[config.mk]
export PLATFORM = sky130hd
export DESIGN_NAME = vga_capture
export DESIGN_NICKNAME = d
export VERILOG_FILES = /design/src/rtl/vga_pkg.sv /design/src/rtl/sync_edge_det.sv /design/src/rtl/vga_capture.sv
export SDC_FILE = /design/constraint.sdc
export NUM_CORES = 1
export LEC_CHECK = 0
export BUFFER_PORTS_ARGS = -buffer_cell sky130_fd_sc_hd__buf_2
export CORE_ASPECT_RATIO = 1.1
export CORE_UTILIZATION = 57
export DETAILED_ROUTE_END_ITERATION = 7
export GPL_TIMING_DRIVEN = 1
export PLACE_DENSITY = 0.8
export SLEW_MARGIN = 40
export SYNTH_ARGS = -nofsm -noshare
export SYNTH_HDL_FRONTEND = slang
export SYNTH_SLANG_ARGS = --single-unit
[constraint.sdc]
create_clock -name clk -period 2.16 [get_ports clk]
set_input_delay 0 -clock clk [delete_from_list [all_inputs] [get_ports clk]]
set_output_delay 0 -clock clk [all_outputs]
set_load 0.05 [all_outputs]
[src/rtl/vga_pkg.sv]
// Shared 640x480@60 raster constants and capture FSM state type.
package vga_pkg;

    localparam int VGA_H_ACTIVE = 640;
    localparam int VGA_H_FP     = 16;
    localparam int VGA_H_SYNC   = 96;
    localparam int VGA_H_BP     = 48;
    localparam int VGA_H_TOTAL  = VGA_H_SYNC + VGA_H_BP + VGA_H_ACTIVE + VGA_H_FP;

    localparam int VGA_V_ACTIVE = 480;
    localparam int VGA_V_FP     = 10;
    localparam int VGA_V_SYNC   = 2;
    localparam int VGA_V_BP     = 33;
    localparam int VGA_V_TOTAL  = VGA_V_SYNC + VGA_V_BP + VGA_V_ACTIVE + VGA_V_FP;

    // Counters restart at the sync falling edge, so active video begins after sync + back porch.
    localparam int VGA_H_ACT_START = VGA_H_SYNC + VGA_H_BP;
    localparam int VGA_V_ACT_START = VGA_V_SYNC + VGA_V_BP;

    localparam int VGA_LOCK_FRAMES = 2;

    localparam int               CNT_W   = 10;
    localparam logic [CNT_W-1:0] CNT_MAX = '1;

    typedef enum logic [1:0] {
        ST_SEARCH,
        ST_ACQUIRE,
        ST_LOCKED
    } cap_state_e;

endpackage

[src/rtl/sync_edge_det.sv]
// Falling-edge detector on a sync input, advanced only on pixel-rate enables.
module sync_edge_det (
    input  logic clk_i,
    input  logic rst_i,
    input  logic ce_i,
    input  logic d_i,
    output logic fall_o
);

    logic d_q;

    // Previous sample; cleared to 0 so a sync already low at reset is not taken as an edge.
    always_ff @(posedge clk_i) begin
        if (rst_i)     d_q <= 1'b0;
        else if (ce_i) d_q <= d_i;
    end

    assign fall_o = ce_i & d_q & ~d_i;

endmodule

[src/rtl/vga_capture.sv]
// VGA receive side: recovers pixel coordinates from HS/VS, measures line/frame
// length, and locks once the raster matches the expected timing.
module vga_capture
    import vga_pkg::*;
#(
    parameter int H_TOTAL     = VGA_H_TOTAL,
    parameter int V_TOTAL     = VGA_V_TOTAL,
    parameter int H_ACT_START = VGA_H_ACT_START,
    parameter int V_ACT_START = VGA_V_ACT_START,
    parameter int H_ACTIVE    = VGA_H_ACTIVE,
    parameter int V_ACTIVE    = VGA_V_ACTIVE,
    parameter int LOCK_FRAMES = VGA_LOCK_FRAMES
) (
    input  logic        clk,
    input  logic        rst,
    input  logic        pix_ce,
    input  logic        hs,
    input  logic        vs,
    input  logic [11:0] rgb_in,
    output logic [9:0]  pix_x,
    output logic [9:0]  pix_y,
    output logic [11:0] rgb_out,
    output logic        pix_valid,
    output logic        frame_start,
    output logic        locked,
    output logic        timing_err,
    output logic [9:0]  h_total_meas,
    output logic [9:0]  v_total_meas
);

    localparam logic [CNT_W-1:0] H_LAST = CNT_W'(H_TOTAL - 1);
    localparam logic [CNT_W-1:0] V_LAST = CNT_W'(V_TOTAL - 1);
    localparam logic [CNT_W-1:0] HA_LO  = CNT_W'(H_ACT_START);
    localparam logic [CNT_W-1:0] HA_HI  = CNT_W'(H_ACT_START + H_ACTIVE - 1);
    localparam logic [CNT_W-1:0] VA_LO  = CNT_W'(V_ACT_START);
    localparam logic [CNT_W-1:0] VA_HI  = CNT_W'(V_ACT_START + V_ACTIVE - 1);
    localparam logic [3:0]       LOCK_N = 4'(LOCK_FRAMES);

    logic             hs_fall, vs_fall;
    logic [CNT_W-1:0] h_cnt_q, h_cnt_d, v_cnt_q, v_cnt_d;
    logic [CNT_W-1:0] h_meas_q, h_meas_d, v_meas_q, v_meas_d;
    logic             vs_seen_q, vs_seen_d, line_bad_q, line_bad_d;
    logic [11:0]      rgb_q;
    logic             ce_q, err_q;
    logic [3:0]       good_q, good_d;
    cap_state_e       state_q, state_d;
    logic             h_sat, line_err, frame_err, frame_ok, lock_loss, act;

    sync_edge_det u_hs_det (.clk_i(clk), .rst_i(rst), .ce_i(pix_ce), .d_i(hs), .fall_o(hs_fall));
    sync_edge_det u_vs_det (.clk_i(clk), .rst_i(rst), .ce_i(pix_ce), .d_i(vs), .fall_o(vs_fall));

    // Timing checks; lines are only judged once a VS fall has anchored the raster.
    always_comb begin
        h_sat     = (h_cnt_q == CNT_MAX);
        line_err  = vs_seen_q && ((hs_fall && h_cnt_q != H_LAST) ||
                                  (pix_ce && !hs_fall && h_sat));
        frame_err = vs_fall && (v_cnt_q != V_LAST);
    end

    // Raster counters and measurements; VS fall overrides the HS-driven line count.
    always_comb begin
        h_cnt_d    = h_cnt_q;
        v_cnt_d    = v_cnt_q;
        h_meas_d   = h_meas_q;
        v_meas_d   = v_meas_q;
        vs_seen_d  = vs_seen_q;
        line_bad_d = line_bad_q;
        if (pix_ce) begin
            if (hs_fall) begin
                h_cnt_d  = '0;
                h_meas_d = h_sat ? CNT_MAX : h_cnt_q + 1'b1;
                if (v_cnt_q != CNT_MAX) v_cnt_d = v_cnt_q + 1'b1;
            end else if (!h_sat) begin
                h_cnt_d = h_cnt_q + 1'b1;
            end
            if (line_err) line_bad_d = 1'b1;
            if (vs_fall) begin
                v_meas_d   = (v_cnt_q == CNT_MAX) ? CNT_MAX : v_cnt_q + 1'b1;
                v_cnt_d    = '0;
                vs_seen_d  = 1'b1;
                line_bad_d = 1'b0;
            end
        end
    end

    // Lock FSM: search for a frame boundary, count clean frames, drop on any error.
    always_comb begin
        state_d   = state_q;
        good_d    = good_q;
        lock_loss = 1'b0;
        frame_ok  = !line_bad_q && !line_err && !frame_err;
        unique case (state_q)
            ST_SEARCH: begin
                if (vs_fall) begin
                    state_d = ST_ACQUIRE;
                    good_d  = '0;
                end
            end
            ST_ACQUIRE: begin
                if (vs_fall) begin
                    if (frame_ok) begin
                        good_d = good_q + 4'd1;
                        if (good_q + 4'd1 >= LOCK_N) state_d = ST_LOCKED;
                    end else begin
                        good_d = '0;
                    end
                end else if (line_err) begin
                    good_d = '0;
                end
            end
            ST_LOCKED: begin
                if (line_err || frame_err) begin
                    lock_loss = 1'b1;
                    state_d   = ST_SEARCH;
                    good_d    = '0;
                end
            end
            default: state_d = ST_SEARCH;
        endcase
    end

    // FSM state register.
    always_ff @(posedge clk) begin
        if (rst) begin
            state_q <= ST_SEARCH;
            good_q  <= '0;
        end else begin
            state_q <= state_d;
            good_q  <= good_d;
        end
    end

    // Stage 1: sampled inputs, counters and one-clk markers for stage 2.
    always_ff @(posedge clk) begin
        if (rst) begin
            h_cnt_q    <= '0;
            v_cnt_q    <= '0;
            h_meas_q   <= '0;
            v_meas_q   <= '0;
            vs_seen_q  <= 1'b0;
            line_bad_q <= 1'b0;
            rgb_q      <= '0;
            ce_q       <= 1'b0;
            err_q      <= 1'b0;
        end else begin
            h_cnt_q    <= h_cnt_d;
            v_cnt_q    <= v_cnt_d;
            h_meas_q   <= h_meas_d;
            v_meas_q   <= v_meas_d;
            vs_seen_q  <= vs_seen_d;
            line_bad_q <= line_bad_d;
            if (pix_ce) rgb_q <= rgb_in;
            ce_q       <= pix_ce;
            err_q      <= lock_loss;
        end
    end

    // A pixel is valid only on a fresh sample inside the active window while locked;
    // state_q has already left LOCKED for the sample that caused a lock loss.
    always_comb begin
        act = ce_q && (state_q == ST_LOCKED) &&
              (h_cnt_q >= HA_LO) && (h_cnt_q <= HA_HI) &&
              (v_cnt_q >= VA_LO) && (v_cnt_q <= VA_HI);
    end

    // Stage 2: output registers; coordinates and colour hold between valid pixels.
    always_ff @(posedge clk) begin
        if (rst) begin
            pix_valid   <= 1'b0;
            frame_start <= 1'b0;
            locked      <= 1'b0;
            timing_err  <= 1'b0;
            pix_x       <= '0;
            pix_y       <= '0;
            rgb_out     <= '0;
        end else begin
            pix_valid   <= act;
            frame_start <= act && (h_cnt_q == HA_LO) && (v_cnt_q == VA_LO);
            locked      <= (state_q == ST_LOCKED);
            timing_err  <= err_q;
            if (act) begin
                pix_x   <= h_cnt_q - HA_LO;
                pix_y   <= v_cnt_q - VA_LO;
                rgb_out <= rgb_q;
            end
        end
    end

    assign h_total_meas = h_meas_q;
    assign v_total_meas = v_meas_q;

endmodule

# Word level (Yosys, flattened, before mapping)
# Index checks and enable logic that the tools add are counted.
# Widths: inputs -> output; s select.
dict set report word_totals {
  register_bits 100
  romBits 0
  ram_bits 0
  latchBits 0
  out_inout_bits 56
  inputBits 17
  memories 0
}
dict set report classes {
  reduce_logical 33
  order_cmp 5
  shifts 0
  eq_ne 16
  div_mod_pow 0
  bitwise 7
  n_addsub 5
  muxes 22
  multipliers 0
}
# op count
set ops {}
lappend ops {{$mux 10} 7}
lappend ops {{$ne 10x10->1 const B} 3}
lappend ops {{$add 10x1->10 const B} 2}
lappend ops {{$eq 10x10->1 const B} 2}
lappend ops {{$le 10x10->1 const B} 2}
lappend ops {{$mux 4} 5}
lappend ops {{$logic_and 1x1->1} 14}
lappend ops {{$ne 2x2->1 const B} 6}
lappend ops {{$pmux 4 s3} 1}
lappend ops {{$eq 10x6->1 const B} 1}
lappend ops {{$eq 10x8->1 const B} 1}
lappend ops {{$ge 10x6->1 const B} 1}
lappend ops {{$ge 10x8->1 const B} 1}
lappend ops {{$mux 2} 5}
lappend ops {{$sub 10x6->10 const B} 1}
lappend ops {{$sub 10x8->10 const B} 1}
lappend ops {{$reduce_and 2->1} 4}
lappend ops {{$pmux 2 s3} 1}
lappend ops {{$reduce_bool 2->1} 3}
lappend ops {{$reduce_and 5->1} 1}
lappend ops {{$add 4x1->4 const B} 1}
lappend ops {{$and 1x1->1} 4}
lappend ops {{$ge 4x2->1 const B} 1}
lappend ops {{$logic_not 1->1} 4}
lappend ops {{other kinds (11)} 16}

# Depth between registers and ports, before layout
# Gate-level depths: netlist of run 1.
dict set report logic_depth {
  word_depth 13
  mapped_depth 8
  ltp_nobuf 7
}

# By module
# From an unflattened synthesis of run 1, not the netlist that was laid out.
dict set report hier_totals {
  hier_cells 546
  hier_area_um2 4643.2
}
# module area_per_inst_um2 seq_area_each_um2 instances cells_per_inst
set modules_own_cells {}
lappend modules_own_cells {vga_capture 4555.6 1961.9 1 538}
lappend modules_own_cells {sync_edge_det 43.8 20.0 2 4}

# Least setup slack after synthesis of run 1
# OpenSTA, ideal clock, no wires.
dict set report synth_timing {
  path_type {reg-to-reg}
  startpoint {reg h_cnt_q[4]}
  endpoint {reg pix_x[0]}
  n_path_buf 1
  path_slack_ps 203
  t_arrival_ps 1886
  setup_time_ps 70
  path_stages_with_launch 9
  path_cell_list {dfxtp_1 > inv_1 > ha_1 > inv_1 > o21ai_0 > a311o_4 > buf_2 > o21ai_0 > a21oi_1}
}
dict set report synth_between {
  elab_chain_len 5
  elab_cells_between_ends 6
  cone_classes {order compare: 2; reduce/logical: 4}
}
# element line_no
set synth_rtl {}
lappend synth_rtl {{from (decl)} vga_capture.sv:40} ;# logic [CNT_W-1:0] h_cnt_q, h_cnt_d, v_cnt_q, v_cnt_d;
lappend synth_rtl {{from (signal assigned)} vga_capture.sv:146} ;# h_cnt_q <= h_cnt_d;
lappend synth_rtl {{$ge 10x8->1} vga_capture.sv:162} ;# (h_cnt_q >= HA_LO) && (h_cnt_q <= HA_HI) &&
lappend synth_rtl {{$logic_and 1x1->1} vga_capture.sv:161} ;# act = ce_q && (state_q == ST_LOCKED) &&
lappend synth_rtl {{$logic_and 1x1->1 * (2 in a row)} vga_capture.sv:162}
lappend synth_rtl {{$logic_and 1x1->1 *} vga_capture.sv:163} ;# (v_cnt_q >= VA_LO) && (v_cnt_q <= VA_HI);
lappend synth_rtl {{to (signal assigned)} vga_capture.sv:182} ;# pix_x <= h_cnt_q - HA_LO;
lappend synth_rtl {{to (decl)} vga_capture.sv:20} ;# output logic [9:0] pix_x,
# Mark *: on every way between the ends. The rest lies on a longest branch, timed or not.
# A chain may end at the register's enable or synchronous reset.

# Final worst setup path of run 1
dict set report layout_timing {
  startpoint {reg h_cnt_q[4]}
  endpoint {reg pix_x[1]}
}
# The elaborated chain is that of the path after synthesis.

==> impl_metrics.ini, run 1 <==
[layout]
area_growth_pct = 20.5
diodes = 0
final_nets = 650
final_util_pct = 71.1
drive_gt1_share_pct = 23.0
design_area_mm2 = 0.00562

[critical_path]
worstPathMaxFanout = 20
cp_data_required_time_ns = 2.47
crit_family = buffers and inverters
cp_num_buf_inv = 4
path_cells = inv_1 > ha_1 > inv_1 > o21ai_0 > buf_4 > a311oi_4 > buf_4 > nand3_1 > a21oi_1
crit_arrival_ns = 2.40
startpoint_type = flop
criticalPathCategory = flop to flop
slowest_stage = dfxtp_1
max_stage_delay_ns = 0.41
cp-end-kind = flop

[timing]
fmax_mhz = 477
rsz0062_at_grt = yes
final_max_slew_viol_count = 0
fin_crit_ns = 2.10
hold_violations = 0
setup_viol = 0
holdWs_ns = 0.381
skew_ns = 0.0144
fin_crit_sh_pct = 97.0
setup_ws_ns = 0.0647
slew_headroom_pct = 63.4
worstMarginPinSlew_ns = 0.547

[logic_synthesis]
ys_types = 54
syn_avg_cell_area_um2 = 8.75
async_flop_share_pct = 0
synthFlopType = dfxtp_1
yosys_warnings = 0
synth_top_cell_area_share_pct = 42.9
syn-cell-area_mm2 = 0.00467
syn-instance-count = 533
ys_seq_area_share_pct = 42.9
yosys-top-cells-area = dfxtp_1 43%, a21oi_1 5.1%, nor2_1 4.8%
ys_ff_latch = 100
synth.largest_area_cell = dfxtp_1
synth_nets = 561
synth-edff-count = 0

[floorplan]
dieArea_mm2 = 0.00855
die_h_um = 96.9
num_io_pins = 73
initial_core_util_pct = 59.0
core-area_mm2 = 0.00791
dieWidth_um = 88.3
rows = 34

[cts]
insertion_delay_ns = 0.39
clock-sinks = 100
h-tree-depth = 3
cts_made_buffers = 9
post_cts_buffers = 0
cts_buffer_depth = 2
cts_tree = done
path_clk_slew_ns = 0.11
cts-root-buf = clkbuf_8

[global_route]
grt.total_usage_pct = 27.2
grt_pass1_vias = 3840
antenna_found_initial = 0
grt_pass1_wl_um = 18200
grt_overflow = 0
grt_start_max_net_pins = 47

[route]
ant_nets = 0
drt_iter0_drc = 276
vias = 4248
wl_per_cell_um = 15.8
viasPerCell = 5.78
drc = 0
routed_wl_um = 11600
dr.pass1.iters = 5

[power]
p_sw_share_pct = 26.8
p_leak_nw = 2.20
clock_power_share_pct = 35.6
p_seq_share_pct = 57.6
p_switching_mw = 0.883
vdd_ir_drop_max_mv = 0.455
power.density_mw_per_mm2 = 586
p_comb_share_pct = 6.8
intPower_mw = 2.41

[worst_hold_path]
worstHoldPathType = input pin to flop

[placed_design]
dpl_cell_area_mm2 = 0.00519
place_ws_ns = 0.0962
port_buffers = 72
place_congestion = 0.951
post-dp-hpwl_um = 7860

[job]
max_cap_violations = 0

[status]
outcome = finished, final reports clean
==> layout make-up <==
cell class,count,area [um^2]
clock buffer,9,124
clock inverter,7,71.3
fill,622,2290
inverter,13,48.8
multi-input combinational,380,2480
sequential,100,2000
tap,108,135
timing repair buffer,118,761
==> stage by stage <==
stage / total power, mW / std cells / setup TNS (ns)
3_5_place_dp: 2.13 / 701 / 0
3_3_place_gp: 2.13 / 701 / 0
5_1_grt: 3.39 / 735 / -0.341
4_1_cts: 3.29 / 734 / 0
2_1_floorplan: 2.07 / 533 / 0
6_report: 3.29 / 735 / 0
==> Yosys cell counts, types with 3 or more instances <==
| master | n |
|---|---|
| nor2_1 | 60 |
| or3_1 | 8 |
| inv_1 | 13 |
| o21ai_1 | 7 |
| nor3_1 | 9 |
| mux2i_1 | 15 |
| nor2b_1 | 8 |
| clkbuf_1 | 16 |
| buf_4 | 3 |
| ha_1 | 11 |
| buf_2 | 17 |
| nand3_1 | 34 |
| nand4b_1 | 4 |
| xnor2_1 | 20 |
| and3_1 | 6 |
| and3b_1 | 4 |
| a21oi_1 | 48 |
| buf_1 | 3 |
| a21boi_0 | 4 |
| nand4_1 | 6 |
| a211oi_1 | 22 |
| dfxtp_1 | 100 |
| xor2_1 | 15 |
| nand2_1 | 30 |
| a211oi_2 | 5 |
| o21ai_0 | 28 |
==> path summary, 6_finish.rpt <==
kind | start | end | slack, ns | cells after the start
setup / recovery | h_cnt_q[4] | pix_x[1] | 0.06 | 9
hold / removal | rgb_in[5] | rgb_q[5] | 0.38 | 4
setup reg to reg | h_cnt_q[4] | pix_x[1] | 0.06 | 9
hold reg to reg | err_q | timing_err | 0.46 | 1
==> worst min-delay path, delay by kind of cell <==
family	cells	cell delay [ns]
buffers and inverters	2	0.60
and+or+nand+nor	1	0.07
muxes	1	0.06
==> power by group through the flow <==
| stage | logic [mW] | registers (mW) | clock network (mW) |
|---|---|---|---|
| final | 0.225 | 1.90 | 1.17 |
| after floorplan | 0.102 | 1.97 | 0 |
| after CTS | 0.219 | 1.90 | 1.17 |
| after global routing | 0.243 | 1.90 | 1.25 |
| after global placement | 0.190 | 1.94 | 0 |
| after detailed placement | 0.195 | 1.94 | 0 |
==> placed cells by master, fill, tap and decap left out, types with 13 or more instances in the layout <==
cell / Yosys / routed
buf_2: 17 / 72
a211oi_1: 22 / 22
nor2_1: 60 / 60
mux2i_1: 15 / 15
inv_1: 13 / 13
dfxtp_1: 100 / 100
xnor2_1: 20 / 20
o21ai_0: 28 / 28
buf_4: 3 / 28
a21oi_1: 48 / 47
dlygate4sd3_1: 0 / 17
xor2_1: 15 / 15
nand3_1: 34 / 34
nand2_1: 30 / 30
==> cell families after synthesis <==
kind of cell / count (synthesis) / share of synthesized area, %
compound gates: 133 / 18.9
xor+xnor: 35 / 6.57
fa+ha+maj: 11 / 2.95
buf+inv: 54 / 5.36
flops: 100 / 42.9
mux: 15 / 3.22
simple gates: 185 / 20.1
==> routing by layer <==
metal	part of all wire, %	up-vias	track usage (%)	wire [um]
met2	50	133	45.5	5860
met1	42	2032	34.5	4910
li1	-	2055	-	-
met3	4.5	28	5.03	526
met4	2.7	0	9.80	315
met5	0	-	0	0
==> flip-flops by register name, indices dropped and copies added, names as in the netlist, 2 cells and up <==
name and cells:
good_q 4, h_cnt_q 10, h_total_meas 10, pix_x 10, pix_y 10, rgb_out 12
rgb_q 12, state_q 2, v_cnt_q 10, v_total_meas 10
==> what timing repair did <==
item                                   CTS  global route
setup endpoints to repair                0            35
hold buffers                            17             0
endpoints found under the hold margin   17             0
gates resized for setup                  0             7
Power figures use the tool's default switching activity.
==> run 2, diff against run 1 <==
==> constraint.sdc (replaced) <==
create_clock -name clk -period 2.16 [get_ports clk]
set_input_delay 0.324 -clock clk [delete_from_list [all_inputs] [get_ports clk]]
set_output_delay 0.324 -clock clk [all_outputs]
set_load 0.05 [all_outputs]
==> run 2 against run 1 <==
  * Count of clock-buffer cells in the layout rose by 1
  * Sequential power about the same
  * Worst hold slack got worse by 0.20 ns
  * Clock skew decreased by 0.0037 ns
  * Non-clock buffer count shrank 11
  * Clock power increased by 10%
  * Flip-flop and latch count unchanged
  * Critical path type unchanged
==> impl_metrics.ini, run 2 (synthesized netlist as in run 1, its figures left out) <==
[status]
outcome = finished, final reports clean

[floorplan]
dieArea_mm2 = 0.00855
core-area_mm2 = 0.00791
rows = 34
num_io_pins = 73
die_h_um = 96.9
dieWidth_um = 88.3
initial_core_util_pct = 59.0

[route]
drt_iter0_drc = 305
drc = 0
routed_wl_um = 11700
vias = 4218
ant_nets = 0
dr.pass1.iters = 5
wl_per_cell_um = 16.1
viasPerCell = 5.82

[cts]
h-tree-depth = 3
clock-sinks = 100
path_clk_slew_ns = 0.11
cts_hold_buf = 0
cts_made_buffers = 9
cts_buffer_depth = 2
cts-root-buf = clkbuf_8
insertion_delay_ns = 0.38
cts_tree = done

[layout]
drive_gt1_share_pct = 25.3
regArea_mm2 = 0.00201
final_nets = 640
fillers = 633
design_area_mm2 = 0.00555
reg_top3 = rgb_out x12, rgb_q x12
layout.cells.most_common_list = 97 x dfxtp_1, 72 x buf_2, 60 x nor2_1, 48 x a21oi_1, 34 x nand3_1
diodes = 0
stdcell_count = 725
final_common_cell = dfxtp_1
area_growth_pct = 19.0
multi_input_area_mm2 = 0.00250

[timing]
rsz0062_at_grt = yes
fmax_mhz = 474
fin_crit_sh_pct = 97.7
setup_viol = 0
setup_ws_ns = 0.0502
skew_ns = 0.0108
final_max_slew_viol_count = 0
worstMarginPinSlew_ns = 0.780
fin_crit_ns = 2.11
slew_headroom_pct = 47.7
hold_violations = 0

[placed_design]
post-dp-hpwl_um = 8030
port_buffers = 72
place_ws_ns = 0.0574
place_inst = 705
dpl_cell_area_mm2 = 0.00522
place_congestion = 0.953

[job]
max_cap_violations = 0

[critical_path]
worstPathMaxFanout = 8
max_stage_delay_ns = 0.47
crit_family = simple AND/OR/NAND/NOR gates
cp_num_buf_inv = 1
criticalPathCategory = flop to flop
cp-end-kind = flop
crit_arrival_ns = 2.35
path_cells = inv_2 > ha_2 > nand4b_1 > or3_4 > a311o_4 > nor2_4 > a211oi_1
cp_data_required_time_ns = 2.40
slowest_stage = a311o_4
startpoint_type = flop

[global_route]
grt_pass1_vias = 3997
grt_overflow = 0
antenna_found_initial = 0
grt_start_max_net_pins = 39
grt.total_usage_pct = 28.0
grt_pass1_wl_um = 18900

[worst_hold_path]
worstHoldPathType = input pin to flop

[power]
p_leak_nw = 2.16
power.density_mw_per_mm2 = 610
vdd_ir_drop_max_mv = 0.524
run 2: worst paths after layout:
path / start / to / slack [ns] / cells past startpoint
worst max-delay path: h_cnt_q[1] / pix_y[4] / 0.05 / 7
worst min-delay path: rgb_in[6] / rgb_q[6] / 0.18 / 3
worst max register to register: h_cnt_q[1] / pix_y[4] / 0.05 / 7
worst min register to register: err_q / timing_err / 0.46 / 1
run 2: repair_timing:
action	CTS	global route
resized for setup	0	18
buffers inserted	0	2
setup endpoints to repair	0	20
run 2: area by class of cell:
cell class | instances | area share, %
clock buffer | 10 | 2.48
clock inverter | 6 | 1.51
inverter | 13 | 0.879
multi-input combinational | 381 | 45.0
sequential | 100 | 36.2
tap | 108 | 2.43
timing repair buffer | 107 | 11.5
run 2: tightest hold or removal path, stage by stage:
cell and delay [ns]:
buf_2 0.08, mux2i_1 0.05, nor2_1 0.07
run 2: power breakdown:
group,internal [mW],total (mW),switching (mW)
registers,1.87,1.90,0.0226
clock network,0.591,1.29,0.694
logic,0.0735,0.205,0.132
total,2.54,3.39,0.848
run 2: stage by stage:
| step | power [mW] | utilization (%) | TNS [ns] | hold slack (ns) |
|---|---|---|---|---|
| after floorplan | 2.07 | - | 0 | 0.404 |
| after global placement | 2.13 | 66.0 | 0 | 0.437 |
| after detailed placement | 2.13 | 66.0 | 0 | 0.454 |
| after CTS | 3.38 | 68.8 | 0 | 0.174 |
| after global routing | 3.50 | 70.2 | -0.00488 | 0.177 |
| final | 3.39 | 70.2 | 0 | 0.178 |
run 2: layer usage:
layer  vias to the layer above  part of all wire (%)  GRT usage, %
met3                        22                   5.6          5.63
met2                       152                    52          46.2
met1                      2010                    40          35.3
met5                         -                     0             0
li1                       2034                     -             -
met4                         0                   1.9          11.0
==> run 3, diff against run 2 <==
--- a/config.mk
+++ b/config.mk
@@ -7,10 +7,10 @@
 export LEC_CHECK = 0
 export BUFFER_PORTS_ARGS = -buffer_cell sky130_fd_sc_hd__buf_2
 export CORE_ASPECT_RATIO = 1.1
-export CORE_UTILIZATION = 57
+export CORE_UTILIZATION = 55
 export DETAILED_ROUTE_END_ITERATION = 7
 export GPL_TIMING_DRIVEN = 1
-export PLACE_DENSITY = 0.8
+export PLACE_DENSITY = 0.78
 export SLEW_MARGIN = 40
 export SYNTH_ARGS = -nofsm -noshare
 export SYNTH_HDL_FRONTEND = slang
==> run 3 against run 2 <==
  * Clock skew fell by 0.0048 ns
  * Flip-flop and latch count did not move
  * Global-route usage fell by 2.4 points
  * Register-to-register slack improved by 0.04 ns
  * Clock power fell by 10%
  * Worst hold slack improved by 0.0052 ns
  * Worst setup slack improved by 0.043 ns
  * Count of clock-buffer cells in the layout did not move
  * Utilization fell by 2.3 points
  * Critical endpoint is now pix_y[0]
==> impl_metrics.ini, run 3 (synthesized netlist as in run 1, its figures left out) <==
[floorplan]
rows = 34
dieArea_mm2 = 0.00886
initial_core_util_pct = 57.7
die_h_um = 98.6
core-area_mm2 = 0.00808
dieWidth_um = 89.8
num_io_pins = 73

[timing]
hold_violations = 0
skew_ns = 0.00602
final_max_slew_viol_count = 0
setup_viol = 0
holdWs_ns = 0.183
fin_tns_setup_ns = 0
setup_ws_ns = 0.0929
slew_headroom_pct = 42.2
worstMarginPinSlew_ns = 0.863
fmax_mhz = 484
fin_crit_ns = 2.07
fin_crit_sh_pct = 95.7

[global_route]
grt.total_usage_pct = 25.6
grt_overflow = 0
grt_pass1_wl_um = 18300
grt_pass1_vias = 3747
grt_start_max_net_pins = 40
antenna_found_initial = 0

[critical_path]
cp_common_cell = buf_6
cp_data_required_time_ns = 2.45
criticalPathCategory = flop to flop
crit_family = compound AO/OA/AOI/OAI gates
cp_num_buf_inv = 3
crit_arrival_ns = 2.36
slowest_stage = or3_4
r2r_slack_ns = 0.09
cp-end-kind = flop
path_cells = inv_1 > ha_1 > nand4b_1 > or3_4 > a311oi_4 > buf_6 > buf_6 > a21oi_1 > a211oi_1
worstPathMaxFanout = 9
max_stage_delay_ns = 0.39
startpoint_type = flop
reg2reg_from = h_cnt_q[5]
crit_start = h_cnt_q[5]

[cts]
cts_buffer_depth = 2
cts_hold_buf = 0
cts_made_buffers = 9
h-tree-depth = 3
insertion_delay_ns = 0.37
cts_tree = done
path_clk_slew_ns = 0.10
clock-sinks = 100
cts-root-buf = clkbuf_8

[worst_hold_path]
holdCritStartpoint = rgb_in[10]
worstHoldPathType = input pin to flop

[route]
routed_wl_um = 11600
ant_nets = 0
dr.pass1.iters = 5
drt_iter0_drc = 275
vias = 4204
wl_per_cell_um = 16.0
drc = 0
viasPerCell = 5.79

[layout]
stdcell_count = 726
reg_top3 = rgb_out x12, rgb_q x12
final_nets = 641
design_area_mm2 = 0.00549
diodes = 0
final_util_pct = 67.9
drive_gt1_share_pct = 24.3
layout.cells.most_common_list = 98 x dfxtp_1, 73 x buf_2, 60 x nor2_1, 47 x a21oi_1, 34 x nand3_1
final_common_cell = dfxtp_1
area_growth_pct = 17.7

[placed_design]
place_inst = 707
post-dp-hpwl_um = 8010
place_ws_ns = 0.0593
dpl_cell_area_mm2 = 0.00524
place_congestion = 0.983
port_buffers = 72

[power]
p_sw_share_pct = 26.1
total_power_mw = 3.25
intPower_mw = 2.40
power.density_mw_per_mm2 = 592
vdd_ir_drop_max_mv = 0.285
p_leak_nw = 2.15
clock_power_share_pct = 35.6
p_comb_share_pct = 6.1
p_seq_share_pct = 58.3
p_switching_mw = 0.848

[job]
max_cap_violations = 0

[status]
outcome = finished, final reports clean
run 3: cell types whose count changed in the layout (fill, tap and decap cells not counted), moves of 2 or more:
cell,before,now
a211oi_1,20,22
buf_6,1,4
o21ai_0,28,26
inv_2,3,0
dfxtp_4,2,0
buf_4,33,31
o21ai_1,6,8
a211oi_2,7,5
inv_1,10,13
clkinvlp_4,0,2
run 3: what timing repair did:
action | in CTS | in global routing
setup buffers | 0 | 1
endpoints found under the hold margin | 0 | 0
endpoints found under the setup margin | 0 | 30
resized for setup | 0 | 13
run 3: final timing paths:
check / to / depth (start not counted)
setup / recovery: pix_y[0] / 9
hold reg to reg: timing_err / 1
setup reg to reg: pix_y[0] / 9
hold / removal: rgb_q[10] / 3
run 3: worst min-delay path: cells and delay by family:
| family | cells | cell delay [ns] |
|---|---|---|
| AND/OR/NAND/NOR | 1 | 0.07 |
| buffers and inverters | 1 | 0.07 |
| multiplexers | 1 | 0.06 |
run 3: layer usage:
layer	vias to the layer above	global-route usage, %	routed length [um]
met4	0	11.1	328
met3	29	4.32	610
met1	1985	31.5	4890
met2	153	44.3	5760
li1	2037	-	-
met5	-	0	0
run 3: area by class of cell:
type                       count  area [um^2]
clock buffer                  10          138
sequential                   100         2000
tap                          108          135
multi-input combinational    380         2450
inverter                      13         48.8
fill                         679         2590
clock inverter                 6         48.8
timing repair buffer         109          663
run 3: power by group through the flow:
stage / clock network [mW] / logic [mW] / registers, mW
after CTS: 1.16 / 0.196 / 1.90
after floorplan: 0 / 0.102 / 1.97
after global placement: 0 / 0.190 / 1.94
after global routing: 1.24 / 0.214 / 1.90
after detailed placement: 0 / 0.195 / 1.94
final: 1.16 / 0.198 / 1.90
